File: config.mk
export PLATFORM = sky130hd
export DESIGN_NAME = csa_seq_mult
export DESIGN_NICKNAME = d
export VERILOG_FILES = /design/src/rtl/mult_pkg.sv /design/src/rtl/csa_row.sv /design/src/rtl/csa_seq_mult.sv
export SDC_FILE = /design/constraint.sdc
export NUM_CORES = 1
export LEC_CHECK = 0
export CAP_MARGIN = 30
export CORE_MARGIN = 4
export CORE_UTILIZATION = 55
export DETAILED_ROUTE_END_ITERATION = 12
export PLACE_DENSITY = 0.86
export RECOVER_POWER = 25
export SLEW_MARGIN = 30
export SYNTH_ARGS = -nofsm -noshare
export SYNTH_HDL_FRONTEND = slang
export SYNTH_SLANG_ARGS = --single-unit
File: constraint.sdc
create_clock -name clk -period 3.7 [get_ports clk]
set_clock_uncertainty 0.2 [all_clocks]
set_input_delay 0.555 -clock clk [delete_from_list [all_inputs] [get_ports clk]]
set_output_delay 0.555 -clock clk [all_outputs]
set_load 0.01 [all_outputs]
File: src/rtl/mult_pkg.sv
// Shared state encoding and sizing helpers for the carry-save sequential multiplier.
package mult_pkg;

  typedef enum logic [1:0] {
    ST_IDLE    = 2'd0,
    ST_BUSY    = 2'd1,
    ST_RESOLVE = 2'd2,
    ST_DONE    = 2'd3
  } state_t;

  localparam int DEF_WIDTH = 24;
  localparam int DEF_BPC   = 2;

  // Counter width able to hold 0..WIDTH/BPC.
  function automatic int iter_w(input int width, input int bpc);
    return $clog2(width / bpc + 1);
  endfunction

endpackage

File: src/rtl/csa_row.sv
// One row of independent full-adder cells: three W-bit operands reduced to sum and
// carry vectors. Carry is returned unshifted; its weight is one above its index.
module csa_row #(
  parameter int W = 8
) (
  input  logic [W-1:0] x,
  input  logic [W-1:0] y,
  input  logic [W-1:0] z,
  output logic [W-1:0] s,
  output logic [W-1:0] c
);

  for (genvar i = 0; i < W; i++) begin : g_fa
    assign s[i] = x[i] ^ y[i] ^ z[i];
    assign c[i] = (x[i] & y[i]) | (x[i] & z[i]) | (y[i] & z[i]);
  end

endmodule

File: src/rtl/csa_seq_mult.sv
// Iterative unsigned WIDTH x WIDTH multiplier. BPC partial products are folded into a
// redundant (sum, carry) accumulator per cycle; a single carry-propagate add closes out.
module csa_seq_mult
  import mult_pkg::*;
#(
  parameter int WIDTH = DEF_WIDTH,
  parameter int BPC   = DEF_BPC
) (
  input  logic               clk,
  input  logic               rstn,
  input  logic               in_valid,
  output logic               in_ready,
  input  logic [WIDTH-1:0]   a,
  input  logic [WIDTH-1:0]   b,
  output logic               out_valid,
  input  logic               out_ready,
  output logic [2*WIDTH-1:0] p,
  output logic               busy
);

  localparam int ITERS  = WIDTH / BPC;
  localparam int ITER_W = iter_w(WIDTH, BPC);
  localparam int RW     = WIDTH + 2;
  localparam logic [ITER_W-1:0] LAST_ITER = ITER_W'(ITERS - 1);

  if (WIDTH < 4 || BPC < 1 || BPC > WIDTH || (WIDTH % BPC) != 0) begin : g_bad_params
    $error("csa_seq_mult: WIDTH must be >= 4 and BPC must divide WIDTH");
  end

  state_t              state_r;
  state_t              state_nx;
  logic [WIDTH-1:0]    a_r;
  logic [WIDTH-1:0]    b_r;
  logic [WIDTH:0]      sum_r;
  logic [WIDTH:0]      carry_r;
  logic [WIDTH-1:0]    plo_r;
  logic [ITER_W-1:0]   iter_r;
  logic [2*WIDTH-1:0]  p_r;
  logic                in_ready_r;
  logic                out_valid_r;
  logic                busy_r;

  logic                zero_op_s;
  logic [RW-1:0]       s_chain_s [BPC+1];
  logic [RW-1:0]       c_chain_s [BPC+1];
  logic [BPC-1:0]      ret_s;
  logic [WIDTH+BPC-1:0] plo_shift_s;
  logic [WIDTH:0]      cpa_s;
  logic                unused_s;

  assign zero_op_s = (a == {WIDTH{1'b0}}) || (b == {WIDTH{1'b0}});

  // Each row adds one partial product at weight 0, retires bit 0 and shifts the sum down;
  // the carry needs no shift because its implicit x2 cancels the divide by 2.
  assign s_chain_s[0] = {1'b0, sum_r};
  assign c_chain_s[0] = {1'b0, carry_r};

  for (genvar k = 0; k < BPC; k++) begin : g_rows
    logic [RW-1:0] pp_s;
    logic [RW-1:0] rs_s;
    logic [RW-1:0] rc_s;

    assign pp_s = b_r[k] ? {2'b00, a_r} : {RW{1'b0}};

    csa_row #(.W(RW)) u_row (
      .x (s_chain_s[k]),
      .y (c_chain_s[k]),
      .z (pp_s),
      .s (rs_s),
      .c (rc_s)
    );

    assign ret_s[k]         = rs_s[0];
    assign s_chain_s[k+1]   = {1'b0, rs_s[RW-1:1]};
    assign c_chain_s[k+1]   = rc_s;
  end

  assign plo_shift_s = {ret_s, plo_r} >> BPC;
  assign cpa_s       = sum_r + carry_r;

  // Row headroom bits are provably zero once the accumulator has been shifted down.
  assign unused_s = ^{s_chain_s[BPC][RW-1:WIDTH+1], c_chain_s[BPC][RW-1:WIDTH+1],
                      cpa_s[WIDTH], plo_shift_s[WIDTH+BPC-1:WIDTH]};

  // State register.
  always_ff @(posedge clk or negedge rstn) begin
    if (!rstn) begin
      state_r <= ST_IDLE;
    end else begin
      state_r <= state_nx;
    end
  end

  // Next-state decode.
  always_comb begin
    state_nx = state_r;
    case (state_r)
      ST_IDLE: begin
        if (in_valid) begin
          if (zero_op_s) begin
            state_nx = ST_DONE;
          end else begin
            state_nx = ST_BUSY;
          end
        end else begin
          state_nx = ST_IDLE;
        end
      end
      ST_BUSY: begin
        if (iter_r == LAST_ITER) begin
          state_nx = ST_RESOLVE;
        end else begin
          state_nx = ST_BUSY;
        end
      end
      ST_RESOLVE: state_nx = ST_DONE;
      ST_DONE: begin
        if (out_ready) begin
          state_nx = ST_IDLE;
        end else begin
          state_nx = ST_DONE;
        end
      end
      default: state_nx = ST_IDLE;
    endcase
  end

  // Operand capture, accumulation, final resolve and registered handshake flags.
  always_ff @(posedge clk or negedge rstn) begin
    if (!rstn) begin
      a_r         <= '0;
      b_r         <= '0;
      sum_r       <= '0;
      carry_r     <= '0;
      plo_r       <= '0;
      iter_r      <= '0;
      p_r         <= '0;
      in_ready_r  <= 1'b1;
      out_valid_r <= 1'b0;
      busy_r      <= 1'b0;
    end else begin
      in_ready_r  <= (state_nx == ST_IDLE);
      out_valid_r <= (state_nx == ST_DONE);
      busy_r      <= (state_nx != ST_IDLE);
      case (state_r)
        ST_IDLE: begin
          if (in_valid) begin
            a_r     <= a;
            b_r     <= b;
            sum_r   <= '0;
            carry_r <= '0;
            plo_r   <= '0;
            iter_r  <= '0;
            if (zero_op_s) begin
              p_r <= '0;
            end
          end
        end
        ST_BUSY: begin
          sum_r   <= s_chain_s[BPC][WIDTH:0];
          carry_r <= c_chain_s[BPC][WIDTH:0];
          plo_r   <= plo_shift_s[WIDTH-1:0];
          b_r     <= b_r >> BPC;
          iter_r  <= iter_r + ITER_W'(1);
        end
        ST_RESOLVE: p_r <= {cpa_s[WIDTH-1:0], plo_r};
        default: ;
      endcase
    end
  end

  assign in_ready  = in_ready_r;
  assign out_valid = out_valid_r;
  assign busy      = busy_r;
  assign p         = p_r;

endmodule

## Yosys cells after proc, flatten, opt, wreduce, memory -nomap -nowiden

Index checks and enable logic that the tools add are counted.

| word-level totals | value |
|---|---|
| register bits | 179 |
| input bits | 52 |
| output and inout bits | 51 |
| word-level logic and storage cells | 400 |

| cells by class | value |
|---|---|
| $add $sub $neg | 2 |
| eq/ne operators | 7 |
| mux-type cells | 19 |
| bitwise operators | 350 |
| reductions and logical operators | 11 |

Operators by type and width:

| operator | number |
|---|---|
| $and A1 B1 Y1 | 145 |
| $or A1 B1 Y1 | 100 |
| $pmux W25 S2 | 2 |
| $xor A1 B1 Y1 | 97 |
| $mux W24 | 4 |
| $mux W48 | 2 |
| $pmux W24 S2 | 2 |
| $pmux W48 S2 | 1 |
| $logic_not A24 Y1 | 2 |
| $mux W25 | 1 |
| $add A24 B24 Y24 | 1 |
| $mux W2 | 4 |
| $pmux W2 S4 | 1 |
| $pmux W4 S2 | 1 |
| $eq A2 B2 Y1 const B | 3 |
| $reduce_bool A2 Y1 | 3 |
| $add A4 B1 Y4 const B | 1 |
| $eq A4 B4 Y1 const B | 1 |
| $logic_not A2 Y1 | 2 |
| $mux W4 | 1 |
| $ne A2 B2 Y1 const B | 2 |
| $reduce_and A2 Y1 | 2 |
| $and A1 B1 Y1 const B | 3 |
| $reduce_and A3 Y1 | 1 |
| 6 further kinds | 7 |

## Depth between registers and ports, before layout

Gate-level depths: netlist of the first run.

| depth | value |
|---|---|
| depth after elaboration | 8 |
| mapped depth | 8 |
| gate-level depth less buffers | 8 |

## Cells and area by module

A second synthesis of the first run with hierarchy kept.

| second synthesis, totals | value |
|---|---|
| cells, all modules | 1015 |
| area total of the unflattened synthesis | 9735.6 um^2 |

Modules (own cells, without submodules):

| module | times used | cells an instance | area an instance (um^2) | sequential area each (um^2) |
|---|---|---|---|---|
| csa_seq_mult | 1 | 963 | 8694.6 | 4480.5 |
| csa_row | 2 | 26 | 520.5 | 0.0 |

## Least setup slack after synthesis of the first run

OpenSTA, ideal clock, no wires.

| timing | value |
|---|---|
| path type | reg2reg |
| start point | register carry_r[9] |
| end point | register p_r[44], in the netlist p[44] |
| setup time | 71 ps |
| arrival time | 2152 ps |
| data required time | 3429 ps |
| slack | 1277 ps |
| cell stages (with the launch flop) | 9 |
| path buffers | 1 |
| clock period less this slack | 2423 ps |
| path through | dfrtp_1 ha_1 buf_4 nand4_1 or2_0 o21ba_2 or3_1 or4_1 nand4_1 |

| on the way | value |
|---|---|
| cells in the longest elaborated chain, start to end | 2 |

Ends and longest elaborated chain:

| item | line | text |
|---|---|---|
| start: declaration | csa_seq_mult.sv:35 | `logic [WIDTH:0] carry_r;` |
| start signal: assignment | csa_seq_mult.sv:161 | `carry_r <= c_chain_s[BPC][WIDTH:0];` |
| $add A24 B24 Y24 | csa_seq_mult.sv:79 | `assign cpa_s = sum_r + carry_r;` |
| $pmux W48 S2 | csa_seq_mult.sv:145 | `case (state_r)` |
| end signal: assignment | csa_seq_mult.sv:166 | `ST_RESOLVE: p_r <= {cpa_s[WIDTH-1:0], plo_r};` |
| end: declaration | csa_seq_mult.sv:38 | `logic [2*WIDTH-1:0] p_r;` |

Every way passes these cells.
A chain may end at the register's enable or synchronous reset.

## Final worst setup path of the first run

| timing | value |
|---|---|
| start point | register carry_r[0] |
| end point | register p_r[34], in the netlist p[34] |

The elaborated chain is that of the path after synthesis.

==> results by group, run 1 <==
Place
  – GP Congestion: 0.905
  – I/O Buffers: 102
  – DP HPWL: 16.0 mm

Logic synthesis
  – Post-Syn Nets: 1157
  – Register area share after synthesis: 0.458
  – Top cell type by total area after synthesis: dfrtp_1
  – Post-synth top area share: 0.456
  – Number of synthesized flops with an enable pin: 0
  – Synth cell types: 52
  – Syn avg cell area: 9.31 sq um
  – FFs w/ async S/R, synth: 1.00
  – Cell Area, Synth: 0.00961 sq mm
  – FF+latch count, synth: 176
  – Yosys warnings: 0
  – Ys flop type: dfrtp_1
  – Cells after Synth: 1032
  – Largest cells by area after synthesis: dfrtp_1 (46%), nand2_1 (10%), fa_1 (9.8%), o31ai_1 (4.0%), inv_1 (3.9%)

Global route
  – Vias in the first global route: 7624
  – Initial antenna violation count: 0
  – Total gr overflow: 0
  – Largest net degree at the start of global routing: 98
  – First-pass GRT wire length: 38.2 mm
  – Total GRT Usage: 0.237

Clocking
  – Worst-Skew Late Latency: 0.44 ns
  – Number of H-tree branching levels: 4
  – CTS buffer count: 17
  – Total clock sinks: 176
  – Cts repair resizes: 0
  – CTS max path bufs: 2
  – CTS tree: built
  – CTS hold repair buffers: 0
  – Root buffer cell: clkbuf_16
  – CTS clk-pin slew, worst paths: 0.07 ns
  – Post-CTS setup buffers: 0

Timing
  – Hold_ws: 0.278 ns
  – Final Cycle Share: 0.741
  – Max Freq: 0.365 GHz
  – Slew margin rel.: -0.657
  – Max Transition Viols Final: 97
  – RSZ-0062 raised after global routing: false
  – Worst Tran Pin Value: 2.48 ns
  – Fin crit period: 2.74 ns
  – Final setup fails: 0
  – Setup TNS: 0 ns
  – Final Hold Violating Endpoints: 0

Finish
  – Commonest non-fill, non-tap cells in the layout: nand2_1 (257), dfrtp_1 (175), clkdlybuf4s50_1 (101), inv_1 (99), o21ai_0 (59)
  – Nets: 1230
  – Area growth, synth to finish: 18.7%
  – Share of layout cells above drive strength 1: 0.0492
  – Reg area: 0.00441 sq mm
  – Multi-input gate area: 0.00456 sq mm
  – Most common cell after layout, fill and taps aside: nand2_1
  – Number of antenna diodes: 0
  – Filler instances: 1338

Flow run
  – Max cap viols: 1

Pwr
  – Leakage dissipation: 5.40 nW
  – Peak VDD IR: 0.569 mV
  – Power per cell area: 957 mW/mm^2

Route
  – WL met1: 10.0 mm
  – DRT iter0 DRCs: 739
  – Drt pass-1 iters: 5
  – Drt drc: 0
  – Via count: 7726
  – Routed wire length: 22.7 mm
  – Highest metal used: met4
  – Metal3 WL: 1.30 mm
  – Vias per cell: 5.75
  – Met2 wire length: 11.0 mm
  – Drt wl/cell: 16.9 um
  – Routed Antenna Nets: 0

Worst setup path
  – Crit path max-delay family: compound AO/OA/AOI/OAI gates
  – Setup CP Type: reg -> reg
  – Crit-path max cell delay: 0.45 ns
  – Worst Setup Start Kind: flop
  – Worst Path Required: 3.79 ns
  – Slowest cell on the critical path: fa_1
  – R2r worst-path depth: 8
  – Critical Path AT: 2.83 ns
  – CP Buf/Inv Count: 0
  – Cell Chain, Critical Path: ha_1 -> fa_1 -> a21o_1 -> a31oi_1 -> o21ai_0 -> a31oi_1 -> xor2_1 -> o21ai_0
  – Maximum fanout along the worst path: 3
  – Reg2reg end: p[34]
  – Crit. End Element: flop
  – Reg2reg start: carry_r[0]
  – Flop2flop setup slack: 0.96 ns

Min path
  – Hold Crit Start: p[38]
  – Hold Path Depth: 2
  – Min-Delay Path Class: reg -> reg
  – WHS Endpoint: p[38]

Floorplan
  – Area of the die: 0.0197 sq mm
  – Rows: 48
  – Die H: 140 um
  – Floorplan core area: 0.0172 sq mm
  – Io pins: 103
  – Starting Density: 0.558
  – Die W: 140 um

Run status
  – Status: finished with violations
  – Failing checks: max-capacitance violations, max-slew violations
[flip-flops by register name, indices dropped and copies added, names as in the netlist]
| register | count |
|---|---|
| plo_r | 24 |
| iter_r | 4 |
| p | 48 |
| out_valid | 1 |
| in_ready | 1 |
| sum_r | 23 |
| b_r | 24 |
| a_r | 24 |
| carry_r | 24 |
| busy | 1 |
| state_r | 2 |
[power by group]
part,total (mW),internal [mW],switching [mW]
sequential,3.47,2.81,0.657
combinational,5.58,2.29,3.28
clock,1.88,0.986,0.896
[through the flow]
stage	setup WS, ns	power [mW]	instance area (sq um)	utilization	instances
5_1_grt	0.683	11.9	11400	0.662	1343
3_3_place_gp	0.720	8.66	10800	0.624	1310
2_1_floorplan	1.28	7.22	9610	-	1032
4_1_cts	0.985	10.9	11400	0.662	1343
3_5_place_dp	0.719	8.97	10800	0.626	1311
6_report	0.957	10.9	11400	0.662	1343
[cell usage after synthesis, types with 3 or more instances]
library cell	count
nand2_1	257
dfrtp_1	175
inv_1	99
o21ai_0	59
o31ai_1	51
fa_1	47
nor2_1	47
clkbuf_1	45
a22o_1	26
and2_1	26
ha_1	26
a21oi_1	21
o22ai_1	17
nand3_1	13
nand4_1	13
nor4_1	13
xnor2_1	10
a22oi_1	9
xor2_1	8
a21o_1	5
buf_4	5
nand2b_1	5
buf_1	4
nor2b_1	4
nor3_1	4
a31oi_1	3
o211a_1	3
o211ai_1	3
o21a_1	3
[worst max-delay path by stage]
stage | start | endpoint | slack, ns | cells past startpoint
after detailed placement | a[4] | p[24] | 0.72 | 7
after CTS | carry_r[0] | p[34] | 0.98 | 8
after global routing | rstn | a_r[17] | 0.68 | 2
after floorplan | carry_r[9] | p[44] | 1.28 | 8
after global placement | a[11] | p[43] | 0.72 | 8
final | carry_r[0] | p[34] | 0.96 | 8
[routing by layer]
layer	vias up	global-route usage
met5	-	0
met4	0	0.0622
met3	32	0.0427
met2	277	0.376
met1	3829	0.343
li1	3588	-
[kinds of logic after synthesis]
family	count (synthesis)	synth area share
simple gates	390	0.173
compound gates	212	0.148
buf+inv	161	0.0703
flops	176	0.458
fa+ha+maj	73	0.132
xor+xnor	18	0.0164
mux	2	0.00208
[worst reg2reg max path, stage by stage (launching register included)]
cell and delay [ns]:
dfrtp_1 0.40, ha_1 0.27, fa_1 0.45, a21o_1 0.21, a31oi_1 0.34, o21ai_0 0.21
a31oi_1 0.24, xor2_1 0.18, o21ai_0 0.09
[cell type report]
type | instances | area share
tap | 225 | 0.0247
inverter | 99 | 0.0326
timing repair buffer | 116 | 0.102
sequential | 176 | 0.386
clock inverter | 15 | 0.0180
multi-input combinational | 695 | 0.399
clock buffer | 17 | 0.0373
Note: power is estimated with default switching activity, not from simulation.
==> inputs of run 2 (changes only) <==
--- a/config.mk
+++ b/config.mk
@@ -7,9 +7,9 @@
 export LEC_CHECK = 0
 export CAP_MARGIN = 30
 export CORE_MARGIN = 4
-export CORE_UTILIZATION = 55
+export CORE_UTILIZATION = 52
 export DETAILED_ROUTE_END_ITERATION = 12
-export PLACE_DENSITY = 0.86
+export PLACE_DENSITY = 0.85
 export RECOVER_POWER = 25
 export SLEW_MARGIN = 30
 export SYNTH_ARGS = -nofsm -noshare
==> constraint.sdc (replaced) <==
create_clock -name clk -period 2.52 [get_ports clk]
set_clock_uncertainty 0.2 [all_clocks]
set_input_delay 0.378 -clock clk [delete_from_list [all_inputs] [get_ports clk]]
set_output_delay 0.378 -clock clk [all_outputs]
set_load 0.01 [all_outputs]
==> run 2 against run 1 <==
Against the previous run:
- the flow still finishes with violations (max-capacitance violations, max-slew violations)
- clock power is 38% higher
- non-clock buffer count is 37 higher
- count of clock-buffer cells in the layout stayed put
- die area is 5.4% higher
- largest cell class unchanged
- largest power group unchanged
==> results by group, run 2 (synthesis results as in run 1) <==
Min path
  – Min-Delay Path Class: reg -> reg
  – WHS Endpoint: b_r[19]
  – Hold Crit Start: b_r[19]
  – Hold Path Depth: 2

Timing
  – Post-route setup slack: 0.0616 ns
  – Max Transition Viols Final: 66
  – Worst Tran Pin Value: 1.56 ns
  – Hold_ws: 0.283 ns
  – Final setup fails: 0
  – Fin crit period: 2.46 ns
  – RSZ-0062 raised after global routing: true
  – Max Freq: 0.407 GHz
  – Slew margin rel.: -0.0369
  – Final Cycle Share: 0.976
  – Final Hold Violating Endpoints: 0

Global route
  – First-pass GRT wire length: 38.1 mm
  – Total gr overflow: 0
  – Total GRT Usage: 0.228
  – Vias in the first global route: 7784
  – Initial antenna violation count: 0
  – Largest net degree at the start of global routing: 88

Flow run
  – Max cap viols: 1

Floorplan
  – Rows: 49
  – Floorplan core area: 0.0181 sq mm
  – Io pins: 103
  – Area of the die: 0.0207 sq mm
  – Starting Density: 0.532
  – Die W: 144 um
  – Die H: 144 um

Route
  – Routed Antenna Nets: 0
  – Drt wl/cell: 16.3 um
  – Drt pass-1 iters: 6
  – Via count: 7730
  – Vias per cell: 5.59
  – Routed wire length: 22.6 mm
  – DRT iter0 DRCs: 755
  – Drt drc: 0

Worst setup path
  – Critical Path AT: 2.63 ns
  – Worst Path Required: 2.69 ns
  – Maximum fanout along the worst path: 3
  – Reg2reg start: sum_r[10]
  – R2r worst-path depth: 7
  – Reg2reg end: p[44]
  – Flop2flop setup slack: 0.06 ns
  – Crit. End Element: flop
  – Worst Setup Start Kind: flop
  – Setup CP Type: reg -> reg

Finish
  – Nets: 1267
  – Filler instances: 1372
  – Number of antenna diodes: 0
  – Max reg flops: 48
  – Final Util: 0.652
  – Area growth, synth to finish: 22.7%
  – Cell Count, Final, Fillers Out: 1384
  – Commonest non-fill, non-tap cells in the layout: nand2_1 (257), dfrtp_1 (175), clkdlybuf4s50_1 (101), inv_1 (99), o21ai_0 (59)
  – Most common cell after layout, fill and taps aside: nand2_1
  – Share of layout cells above drive strength 1: 0.0918

Place
  – GP Congestion: 0.944
  – DP HPWL: 16.4 mm
  – Dpl cells: 1348
  – I/O Buffers: 102
  – Pre-CTS setup slack: -0.0651 ns

Run status
  – Status: finished with violations
  – Failing checks: max-capacitance violations, max-slew violations

Clocking
  – Worst-Skew Late Latency: 0.44 ns
  – Total clock sinks: 176
  – CTS max path bufs: 2
  – Number of H-tree branching levels: 4
  – CTS tree: built
  – Root buffer cell: clkbuf_16
  – CTS clk-pin slew, worst paths: 0.07 ns
  – CTS buffer count: 17

Pwr
  – Power per cell area: 1390 mW/mm^2
  – Total design power: 16.3 mW
  – Leakage dissipation: 5.56 nW
  – Peak VDD IR: 0.819 mV
-- run 2: metal layers --
| layer | vias up | routed length [um] | GRT usage |
|---|---|---|---|
| li1 | 3657 | - | - |
| met1 | 3807 | 10300 | 0.330 |
| met2 | 242 | 10800 | 0.363 |
| met3 | 24 | 1290 | 0.0423 |
| met4 | 0 | 257 | 0.0476 |
| met5 | - | 0 | 0 |
-- run 2: how the worst max path moves through the flow --
stage	startpoint	to	slack (ns)	cells after the start
after floorplan	carry_r[9]	p[44]	0.1	8
after global placement	a[4]	p[2]	-0.07	9
after detailed placement	a[4]	p[16]	-0.07	9
after CTS	carry_r[9]	p[44]	0.003	7
after global routing	sum_r[11]	p[44]	-0.02	7
final	sum_r[10]	p[44]	0.06	7
-- run 2: power by group --
part	total [mW]	internal, mW	switching, mW
Sequential	5.06	4.13	0.933
Clock	2.60	1.33	1.27
Combinational	8.69	3.77	4.92
-- run 2: metrics by stage --
stage,instance area [sq um],TNS [ns]
2_1_floorplan,9610,0
3_3_place_gp,11100,-2.35
3_5_place_dp,11100,-1.42
4_1_cts,11700,0
5_1_grt,11800,-0.0215
6_report,11800,0
-- run 2: final cells by class --
cell class | instances | area (sq um) | area share
Timing Repair Buffer | 153 | 1480 | 0.125
Multi-Input combinational cell | 695 | 4670 | 0.396
Sequential cell | 176 | 4410 | 0.374
Clock buffer | 17 | 425 | 0.0361
Inverter | 99 | 372 | 0.0315
Tap cell | 229 | 287 | 0.0243
Clock inverter | 15 | 160 | 0.0136
-- run 2: worst max-delay path, stage by stage, from the launching register on --
cell     delay (ns)
dfrtp_1        0.43
ha_4           0.29
nand4_1        0.14
or2_1          0.27
o21ba_2        0.21
or3_4          0.37
or4_1          0.40
nand4_1        0.08
-- run 2: timing repair --
| action | in CTS | in global routing |
|---|---|---|
| setup endpoints to repair | 4 | 7 |
| setup buffers | 0 | 3 |
| hold buffers | 1 | 0 |
| resized for setup | 5 | 11 |
| pin swaps | 1 | 9 |
| endpoints found under the hold margin | 62 | 0 |
